$ cat src/rtl/serial_id_reader_if.sv
// Pin bundle of serial_id_reader: the reader drives the master side, the
// parent (primitive pins plus system-side status) sits on the slave side.
interface serial_id_reader_if #(
    parameter int ID_WIDTH = 57
);
    logic                start;
    logic                sdi;
    logic                sclk;
    logic                load;
    logic                shift;
    logic                sdo;
    logic [ID_WIDTH-1:0] id;
    logic                ready;
    logic                busy;
    logic                mismatch;

    modport master (
        input  start, sdi,
        output sclk, load, shift, sdo, id, ready, busy, mismatch
    );

    modport slave (
        output start, sdi,
        input  sclk, load, shift, sdo, id, ready, busy, mismatch
    );
endinterface

$ cat src/rtl/serial_id_reader.sv
// Bit-serial device-ID reader: LOAD/SHIFT/SCLK sequencing, auto-read after reset, re-read on start.
// Optional macro SERIAL_ID_DOUBLE_READ_EN: read twice, compare, retry up to MAX_RETRY, flag mismatch.
module serial_id_reader #(
    parameter int   ID_WIDTH  = 57,
    parameter int   DIV       = 16,
    parameter logic SHIFT_IN  = 1'b1,
    parameter int   MAX_RETRY = 3
) (
    input  logic               clk_48,
    input  logic               rst_n,
    serial_id_reader_if.master bus
);
    localparam int DIV_W = (DIV > 1) ? $clog2(DIV) : 1;
    localparam int CNT_W = $clog2(ID_WIDTH + 1);
    localparam logic [DIV_W-1:0] DIV_RELOAD = DIV_W'(DIV - 1);
    localparam logic [CNT_W-1:0] CNT_LAST   = CNT_W'(ID_WIDTH - 1);

    localparam logic [1:0] ST_IDLE  = 2'd0;
    localparam logic [1:0] ST_LOAD  = 2'd1;
    localparam logic [1:0] ST_SHIFT = 2'd2;
    localparam logic [1:0] ST_DONE  = 2'd3;

    if (ID_WIDTH < 2 || DIV < 1 || MAX_RETRY < 1) begin : g_bad_params
        $error("serial_id_reader: ID_WIDTH>=2, DIV>=1 and MAX_RETRY>=1 are required");
    end

    logic [1:0]          state_r;
    logic [DIV_W-1:0]    div_r;
    logic [CNT_W-1:0]    cnt_r;
    logic [ID_WIDTH-2:0] sr_r;
    logic [ID_WIDTH-1:0] id_r;
    logic                sclk_r;
    logic                load_r;
    logic                shift_r;
    logic                ready_r;
    logic                busy_r;
    logic                tick_s;
    logic                restart_s;
    logic                last_s;
    logic [ID_WIDTH-1:0] capture_s;

`ifdef SERIAL_ID_DOUBLE_READ_EN
    localparam int RTY_W = $clog2(MAX_RETRY + 1);
    localparam logic [RTY_W-1:0] RTY_LAST = RTY_W'(MAX_RETRY - 1);

    logic [ID_WIDTH-1:0] first_r;
    logic                pass_r;
    logic [RTY_W-1:0]    retry_r;
    logic                mismatch_r;
`endif

    assign tick_s    = busy_r & (div_r == {DIV_W{1'b0}});
    assign restart_s = (state_r == ST_DONE) & bus.start;
    // cnt_r counts samples already taken, so the sample in flight is the last one here
    assign last_s    = (cnt_r == CNT_LAST);
    assign capture_s = {sr_r, bus.sdi};

    // SCLK half-period divider; runs only while a read is in progress
    always_ff @(posedge clk_48 or negedge rst_n) begin
        if (!rst_n) begin
            div_r <= DIV_RELOAD;
        end else if (restart_s || tick_s) begin
            div_r <= DIV_RELOAD;
        end else if (busy_r) begin
            div_r <= div_r - 1'b1;
        end
    end

    // Read sequencer: IDLE -> LOAD -> SHIFT -> DONE, one step per divider tick
    always_ff @(posedge clk_48 or negedge rst_n) begin
        if (!rst_n) begin
            state_r    <= ST_IDLE;
            cnt_r      <= {CNT_W{1'b0}};
            sr_r       <= {(ID_WIDTH-1){1'b0}};
            id_r       <= {ID_WIDTH{1'b0}};
            sclk_r     <= 1'b0;
            load_r     <= 1'b0;
            shift_r    <= 1'b0;
            ready_r    <= 1'b0;
            busy_r     <= 1'b1;
`ifdef SERIAL_ID_DOUBLE_READ_EN
            first_r    <= {ID_WIDTH{1'b0}};
            pass_r     <= 1'b0;
            retry_r    <= {RTY_W{1'b0}};
            mismatch_r <= 1'b0;
`endif
        end else begin
            case (state_r)
                ST_IDLE: begin
                    if (tick_s) begin
                        sclk_r <= ~sclk_r;
                        if (sclk_r) begin
                            load_r  <= 1'b1;
                            state_r <= ST_LOAD;
                        end
                    end
                end
                ST_LOAD: begin
                    if (tick_s) begin
                        sclk_r <= ~sclk_r;
                        if (sclk_r) begin
                            load_r  <= 1'b0;
                            shift_r <= 1'b1;
                            state_r <= ST_SHIFT;
                        end
                    end
                end
                ST_SHIFT: begin
                    if (tick_s && sclk_r) begin
                        sclk_r  <= 1'b0;
                        shift_r <= ~last_s;
                    end else if (tick_s && !last_s) begin
                        sr_r   <= capture_s[ID_WIDTH-2:0];
                        cnt_r  <= cnt_r + 1'b1;
                        sclk_r <= 1'b1;
                    end else if (tick_s) begin
                        // final sample: sclk deliberately not raised, primitive must not shift
                        cnt_r <= {CNT_W{1'b0}};
`ifdef SERIAL_ID_DOUBLE_READ_EN
                        if (!pass_r) begin
                            first_r <= capture_s;
                            pass_r  <= 1'b1;
                            state_r <= ST_IDLE;
                        end else if ((capture_s == first_r) || (retry_r == RTY_LAST)) begin
                            pass_r     <= 1'b0;
                            id_r       <= capture_s;
                            mismatch_r <= (capture_s != first_r);
                            ready_r    <= 1'b1;
                            busy_r     <= 1'b0;
                            state_r    <= ST_DONE;
                        end else begin
                            pass_r  <= 1'b0;
                            retry_r <= retry_r + 1'b1;
                            state_r <= ST_IDLE;
                        end
`else
                        id_r    <= capture_s;
                        ready_r <= 1'b1;
                        busy_r  <= 1'b0;
                        state_r <= ST_DONE;
`endif
                    end
                end
                ST_DONE: begin
                    if (bus.start) begin
                        ready_r    <= 1'b0;
                        busy_r     <= 1'b1;
                        cnt_r      <= {CNT_W{1'b0}};
                        state_r    <= ST_IDLE;
`ifdef SERIAL_ID_DOUBLE_READ_EN
                        pass_r     <= 1'b0;
                        retry_r    <= {RTY_W{1'b0}};
                        mismatch_r <= 1'b0;
`endif
                    end
                end
                default: begin
                    state_r <= ST_IDLE;
                end
            endcase
        end
    end

    assign bus.sclk  = sclk_r;
    assign bus.load  = load_r;
    assign bus.shift = shift_r;
    assign bus.sdo   = SHIFT_IN;
    assign bus.id    = id_r;
    assign bus.ready = ready_r;
    assign bus.busy  = busy_r;
`ifdef SERIAL_ID_DOUBLE_READ_EN
    assign bus.mismatch = mismatch_r;
`else
    assign bus.mismatch = 1'b0;
`endif
endmodule

$ cat src/flat_wrapper.sv
// flat-port wrapper written by rule: the top's interface ports become plain ports
module serial_id_reader_flat 
#(
    parameter int   ID_WIDTH  = 57,
    parameter int   DIV       = 16,
    parameter logic SHIFT_IN  = 1'b1,
    parameter int   MAX_RETRY = 3
)
  (clk_48, rst_n, bus_start, bus_sdi, bus_sclk, bus_load, bus_shift, bus_sdo, bus_id, bus_ready, bus_busy, bus_mismatch);
  serial_id_reader_if #(.ID_WIDTH(ID_WIDTH)) bus_i ();
  input  logic clk_48;
  input  logic rst_n;
  input wire logic [$bits(bus_i.start)-1:0] bus_start;
  input wire logic [$bits(bus_i.sdi)-1:0] bus_sdi;
  output wire logic [$bits(bus_i.sclk)-1:0] bus_sclk;
  output wire logic [$bits(bus_i.load)-1:0] bus_load;
  output wire logic [$bits(bus_i.shift)-1:0] bus_shift;
  output wire logic [$bits(bus_i.sdo)-1:0] bus_sdo;
  output wire logic [$bits(bus_i.id)-1:0] bus_id;
  output wire logic [$bits(bus_i.ready)-1:0] bus_ready;
  output wire logic [$bits(bus_i.busy)-1:0] bus_busy;
  output wire logic [$bits(bus_i.mismatch)-1:0] bus_mismatch;
  assign bus_i.start = bus_start;
  assign bus_i.sdi = bus_sdi;
  assign bus_sclk = bus_i.sclk;
  assign bus_load = bus_i.load;
  assign bus_shift = bus_i.shift;
  assign bus_sdo = bus_i.sdo;
  assign bus_id = bus_i.id;
  assign bus_ready = bus_i.ready;
  assign bus_busy = bus_i.busy;
  assign bus_mismatch = bus_i.mismatch;
  serial_id_reader #(.ID_WIDTH(ID_WIDTH), .DIV(DIV), .SHIFT_IN(SHIFT_IN), .MAX_RETRY(MAX_RETRY)) u_core (.clk_48(clk_48), .rst_n(rst_n), .bus(bus_i));
endmodule
$ cat config.mk
export PLATFORM = sky130hd
export DESIGN_NAME = serial_id_reader_flat
export DESIGN_NICKNAME = d
export VERILOG_FILES = /design/src/rtl/serial_id_reader_if.sv /design/src/rtl/serial_id_reader.sv /design/src/flat_wrapper.sv
export SDC_FILE = /design/constraint.sdc
export NUM_CORES = 1
export LEC_CHECK = 0
export CORE_ASPECT_RATIO = 2
export CORE_MARGIN = 3
export CORE_UTILIZATION = 55
export DETAILED_ROUTE_END_ITERATION = 8
export HOLD_SLACK_MARGIN = 0.08
export PLACE_DENSITY = 0.8
export SYNTH_ARGS = -nofsm -noshare
export SYNTH_HDL_FRONTEND = slang
export SYNTH_SLANG_ARGS = --single-unit
$ cat constraint.sdc
create_clock -name clk_48 -period 3 [get_ports clk_48]
set_input_delay 0.45 -clock clk_48 [delete_from_list [all_inputs] [get_ports clk_48]]
set_output_delay 0.45 -clock clk_48 [all_outputs]
set_load 0.05 [all_outputs]
==> reports/metrics.yaml, run 1 <==
finalSetupTns_ns: 0
grt_overflow_total: 0
yosys-top-cells-count: "dfrtp_1, mux2_4, mux2_2"
die_w_um: 77.5
die_h_um: 149
met3_usage_pct: 5.74
cp_num_cells: 1
leakage_nw: 3.38
antenna_found_initial: 0
p_clk_share_pct: 55.5
cts_root_buf: "clkbuf_16"
fin_util_pct: 70.8
synthArstFlopShare_pct: 100
vias: 3062
vias_per_cell: 5.35
area_growth_syn_to_layout_pct: 24.4
postRouteAntennaNets: 0
grt_pass1_vias: 3370
startpoint_type: "register"
rows: 51
gp_congestion: 0.830
path_delay_family: "buffers and inverters"
ir_drop_v: 0.000410
grt_pass1_wl_mm: 17.5
syn_avg_cell_area_um2: 15.9
ys_seq_area_share_pct: 57.9
path_max_fanout: 10
clock_skew_ns: 0.00716
layout-drive-gt1-share_pct: 37.3
crit_type: "reg2out"
r2r_cells: 7
cp.arrival_ns: 1.90
cts-buffers-inserted: 17
grt_util_met1_pct: 23.1
internal-power_mw: 3.25
cts_resized: 0
clock_sinks: 130
fin_crit_sh_pct: 78.2
whs_path_depth: 1
synth.distinct_cells: 45
hp-class: "reg2reg"
swShare_pct: 20.1
ys.flop_type: "dfrtp_1"
cts_tree: "built"
crit_buf_inv: 1
worstPathCellList: "clkdlybuf4s50_1"
cts_buffer_depth: 2
cp_slowest_cell: "clkdlybuf4s50_1"
required_ns: 2.55
status: "completed"
initial_core_util_pct: 56.9
tightest_slew_ns: 0.620
ys_top_cells_by_area: "dfrtp_1, mux2_4, mux2_2, dfstp_2, ha_1"
drc: 0
syn-cell-area_um2: 5630
pwr-share-seq_pct: 43.2
grt_max_degree: 63
die_area_um2: 11600
wl_mm: 10.2
slew_viol_final: 0
power_switching_mw: 0.818
first_pass_iters: 4
clk_pin_slew_ns: 0.06
synth_largest_area_cell: "dfrtp_1"
synth_seq_cells: 130
io_buffers: 65
finalSetupViolCount: 0
layout_min_cycle_time_ns: 2.35
yosys_warnings: 0
globalRouteMet2Util_pct: 34.1
core-area_um2: 9890
busiest_layer: "met2"
powerDensity_nw_per_um2: 581
hold_violations: 0
wl_per_cell_um: 17.7
yosysMostFrequentCell: "dfrtp_1"
nets: 440
num_io_pins: 68
crit_path_end_kind: "output pin"
comb_power_share_pct: 1.3
post-dp-hpwl_mm: 6.53
syn_nets: 366
syn_inst: 353
fmax_ghz: 0.426
yosys.area.top_type_share_pct: 55.6
worstSkewPairLatency_ns: 0.41
slowest_delay_ns: 0.84
antennaDiodeCount: 0
maxCapViolCount: 0
relSlewSlack_pct: 58.7
rsz0062_at_grt: "no"
drt_iter0_drc: 165
synth-edff-count: 0
grtUsageTotal_pct: 19.6
cts_htree_levels: 4
[metrics by stage]
stage	cells	instance area [µm²]	hold WS [ns]	worst slack, ns	power (mW)
finish	572	7000	0.499	0.655	4.07
global route	572	7000	0.510	0.516	4.21
CTS	572	7000	0.505	0.639	4.11
detailed placement	539	6340	0.492	0.693	1.84
global placement	539	6340	0.489	0.771	1.84
floorplan	353	5630	0.154	0.798	1.80
[cell type report]
type	count	area, µm²
flip-flops and latches	130	3260
fillers	670	2890
multi-input cells	196	2140
repair buffers	72	741
clock buffers	17	425
clock inverters	15	231
well taps	132	165
inverters	10	37.5
[sequential cells by signal, summed over array words and instances, names as in the netlist]
| signal | count |
|---|---|
| u_core.sr_r | 56 |
| u_core.div_r | 4 |
| u_core.cnt_r | 6 |
| u_core.bus.shift | 1 |
| u_core.bus.ready | 1 |
| u_core.bus.load | 1 |
| u_core.bus.sclk | 1 |
| u_core.bus.id | 57 |
| u_core.bus.busy | 1 |
| u_core.state_r | 2 |
[power groups by stage]
stage | combinational (mW) | sequential (mW) | clock [mW]
global placement | 0.0536 | 1.79 | 0
global route | 0.0612 | 1.76 | 2.39
detailed placement | 0.0546 | 1.79 | 0
floorplan | 0.00907 | 1.79 | 0
CTS | 0.0562 | 1.76 | 2.29
finish | 0.0532 | 1.76 | 2.26
[cells in the final DEF, fill, tap and decap left out, types with 6 or more instances in the layout]
master	instances
a21oi_1	6
mux2_4	70
clkbuf_16	17
nand2_1	11
dfrtp_1	125
o21ai_0	8
inv_1	10
mux2_2	43
ha_1	9
clkdlybuf4s50_1	64
nor2_1	7
[routing by layer]
metal  wire, µm  share of wire [%]
met1       4070                 40
met2       5560                 55
met3        371                3.7
met5          0                  0
met4        152                1.5
[timing repair]
item | in CTS | in global routing
endpoints found under the hold margin | 37 | 0
setup buffers | 0 | 0
hold buffers | 1 | 0
[cells by family (layout without fill, tap and decap cells)]
group | count (synthesis) | count (layout) | synth area share (%)
XOR/XNOR | 4 | 4 | 0.622
AO/OA/AOI/OAI | 25 | 25 | 2.76
multiplexers | 117 | 117 | 28.0
AND/OR/NAND/NOR | 39 | 39 | 4.47
adder cells (fa/ha/maj) | 9 | 9 | 2.00
flip-flops | 130 | 130 | 57.9
other | 2 | 2 | 0.133
buffers and inverters | 27 | 114 | 4.11
[path summary, 6_finish.rpt]
kind | slack, ns | endpoint | start
worst max-delay path | 0.65 | bus_busy | u_core.bus.busy
worst min-delay path | 0.50 | u_core.bus.id[19] | u_core.bus.id[19]
worst max register to register | 0.69 | u_core.bus.id[55] | u_core.cnt_r[0]
worst min register to register | 0.50 | u_core.bus.id[19] | u_core.bus.id[19]
max in group asynchronous | 1.61 | u_core.bus.busy | rst_n
min in group asynchronous | 0.59 | u_core.bus.id[48] | rst_n
Note: power is estimated with default switching activity, not from simulation.
==> inputs of run 2 (changes only) <==
--- a/config.mk
+++ b/config.mk
@@ -7,10 +7,10 @@
 export LEC_CHECK = 0
 export CORE_ASPECT_RATIO = 2
 export CORE_MARGIN = 3
-export CORE_UTILIZATION = 55
+export CORE_UTILIZATION = 50
 export DETAILED_ROUTE_END_ITERATION = 8
 export HOLD_SLACK_MARGIN = 0.08
-export PLACE_DENSITY = 0.8
+export PLACE_DENSITY = 0.77
 export SYNTH_ARGS = -nofsm -noshare
 export SYNTH_HDL_FRONTEND = slang
 export SYNTH_SLANG_ARGS = --single-unit
==> constraint.sdc (replaced) <==
create_clock -name clk_48 -period 2.06 [get_ports clk_48]
set_input_delay 0.309 -clock clk_48 [delete_from_list [all_inputs] [get_ports clk_48]]
set_output_delay 0.309 -clock clk_48 [all_outputs]
set_load 0.05 [all_outputs]
==> run 2 against run 1 <==
Against the previous run: sequential cell count unchanged; utilization decreased by 4.1 points; critical path depth increased by 7; routed wire length increased by 3.7%; first-iteration DRC count decreased by 16%; sequential share of layout area decreased by 1.9 points; critical path type is now reg2reg; critical endpoint is now u_core.sr_r[14].
==> reports/metrics.yaml, run 2 (same netlist as run 1, synthesis figures left out) <==
status: "completed"
nets: 460
crit_path_end_kind: "register"
startpoint_type: "register"
clk_pin_slew_ns: 0.06
die_h_um: 156
fin_cells: 600
gp_congestion: 0.818
required_ns: 2.34
comb_power_share_pct: 1.5
cp.arrival_ns: 2.33
internal-power_mw: 4.37
r2r_cells: 8
post-dp-hpwl_mm: 6.91
cts_root_buf: "clkbuf_16"
grt_max_degree: 45
antennaDiodeCount: 0
design_area_um2: 7300
largest_register_ff_count: 57
slew_viol_final: 0
drt_iter0_drc: 139
die_w_um: 81.0
tightest_slew_ns: 0.523
grtUsageTotal_pct: 17.6
clock_skew_ns: 0.00743
cp_slowest_cell: "or3_4"
area_growth_syn_to_layout_pct: 29.6
hp-class: "in2async"
path_max_fanout: 7
pwr-share-seq_pct: 45.9
wl_per_cell_um: 17.6
finalSetupTns_ns: 0
fin_crit_sh_pct: 99.6
vias: 3151
place_inst: 558
maxCapViolCount: 0
worstSkewPairLatency_ns: 0.40
clock_sinks: 130
r2r-start: "u_core.div_r[0]"
p_clk_share_pct: 52.6
powerDensity_nw_per_um2: 764
rsz0062_at_grt: "yes"
rows: 54
reg2reg_slack_ns: 0.009
cts_tree: "built"
r2r_end: "u_core.sr_r[14]"
place_area_um2: 6490
grt_pass1_vias: 3310
io_buffers: 65
ir_drop_v: 0.000592
antenna_found_initial: 0
power_switching_mw: 1.20
swShare_pct: 21.6
cts_buffer_depth: 2
drc: 0
postRouteAntennaNets: 0
core-area_um2: 10900
die_area_um2: 12600
vias_per_cell: 5.25
initial_core_util_pct: 51.4
cts-buffers-inserted: 17
hold_violations: 0
total_power_mw: 5.57
layout_min_cycle_time_ns: 2.05
finalSetupViolCount: 0
grt_overflow_total: 0
crit_type: "reg2reg"
layout_common_cells: "dfrtp_1, mux2_4, clkdlybuf4s50_1"
num_io_pins: 68
grt_pass1_wl_mm: 16.8
worstPathCellList: "inv_2, ha_4, nand4bb_4, or3_4, nor2_4, buf_12, clkbuf_16, mux2_4"
layout_commonest_cell: "dfrtp_1"
slowest_delay_ns: 0.41
worst_hold_slack_ns: 0.414
cts_htree_levels: 4
wl_mm: 10.5
fmax_ghz: 0.488
first_pass_iters: 4
layout-drive-gt1-share_pct: 41.3
leakage_nw: 3.51
fillCellCount: 793
relSlewSlack_pct: 65.1
## run 2: cell types whose count changed in the layout (fill, tap and decap cells not counted), moves of 3 or more
| cell | delta |
|---|---|
| buf_12 | +6 |
| buf_4 | +10 |
| bufinv_16 | -3 |
| clkbuf_16 | +3 |
| inv_1 | -3 |
| inv_2 | +3 |
| mux2_2 | -15 |
| mux2_4 | +15 |
## run 2: timing repair
| item | in CTS | in global routing |
|---|---|---|
| hold buffers | 1 | 0 |
| gates resized for setup | 1 | 22 |
| hold endpoints to repair | 33 | 0 |
| setup endpoints to repair | 1 | 56 |
| gates cloned | 0 | 5 |
| pin swaps | 0 | 4 |
| buffers inserted | 0 | 4 |
## run 2: power by group through the flow
stage	combinational, mW	clock [mW]	sequential, mW
2_1_floorplan	0.0132	0	2.61
3_3_place_gp	0.0831	0	2.60
5_1_grt	0.0945	3.11	2.56
3_5_place_dp	0.0857	0	2.60
4_1_cts	0.0876	2.98	2.56
6_report	0.0833	2.93	2.56
## run 2: critical path, delay by kind of cell (launching register included)
family	cells	cell delay, ns
DFF	1	0.38
adders and majority gates	1	0.14
and+or+nand+nor	3	0.69
buffers and inverters	3	0.39
muxes	1	0.30
## run 2: worst max-delay path by stage
| stage | endpoint | startpoint | depth (start not counted) |
|---|---|---|---|
| 2_1_floorplan | u_core.sr_r[0] | u_core.bus.busy | 7 |
| 3_3_place_gp | u_core.sr_r[12] | u_core.div_r[0] | 7 |
| 3_5_place_dp | u_core.sr_r[7] | u_core.cnt_r[1] | 7 |
| 4_1_cts | u_core.sr_r[4] | u_core.cnt_r[1] | 7 |
| 5_1_grt | u_core.sr_r[46] | u_core.div_r[1] | 8 |
| 6_report | u_core.sr_r[14] | u_core.div_r[0] | 8 |
## run 2: stage by stage
step,setup slack [ns],utilization [%]
3_5_place_dp,0.0187,59.3
5_1_grt,-0.0602,66.7
2_1_floorplan,-0.112,-
6_report,0.00925,66.7
4_1_cts,0.00190,64.7
3_3_place_gp,0.0743,59.3
## run 2: final cells by class
| class | count | area (µm²) | area share (%) |
|---|---|---|---|
| multi-input combinational | 196 | 2220 | 30.4 |
| timing repair buffer | 92 | 1020 | 14.0 |
| sequential | 130 | 3260 | 44.7 |
| clock buffer | 17 | 425 | 5.83 |
| tap | 140 | 175 | 2.40 |
| inverter | 10 | 37.5 | 0.514 |
| clock inverter | 15 | 159 | 2.18 |
## run 2: per-layer routing
layer / global-route usage, % / up-vias / routed length [µm]
met5: 0 / - / 0
met4: 7.25 / 0 / 95
met3: 4.45 / 8 / 331
met2: 30.2 / 72 / 5810
met1: 20.5 / 1624 / 4300
li1: - / 1447 / -
==> inputs of run 3 (changes only) <==
--- a/config.mk
+++ b/config.mk
@@ -5,10 +5,12 @@
 export SDC_FILE = /design/constraint.sdc
 export NUM_CORES = 1
 export LEC_CHECK = 0
+export ABC_CLOCK_PERIOD_IN_PS = 2060
 export CORE_ASPECT_RATIO = 2
 export CORE_MARGIN = 3
 export CORE_UTILIZATION = 50
 export DETAILED_ROUTE_END_ITERATION = 8
+export GPL_ROUTABILITY_DRIVEN = 1
 export HOLD_SLACK_MARGIN = 0.08
 export PLACE_DENSITY = 0.77
 export SYNTH_ARGS = -nofsm -noshare
==> results of run 3 <==
Same layout as run 2: the final DEF is identical, and so are final timing and power.
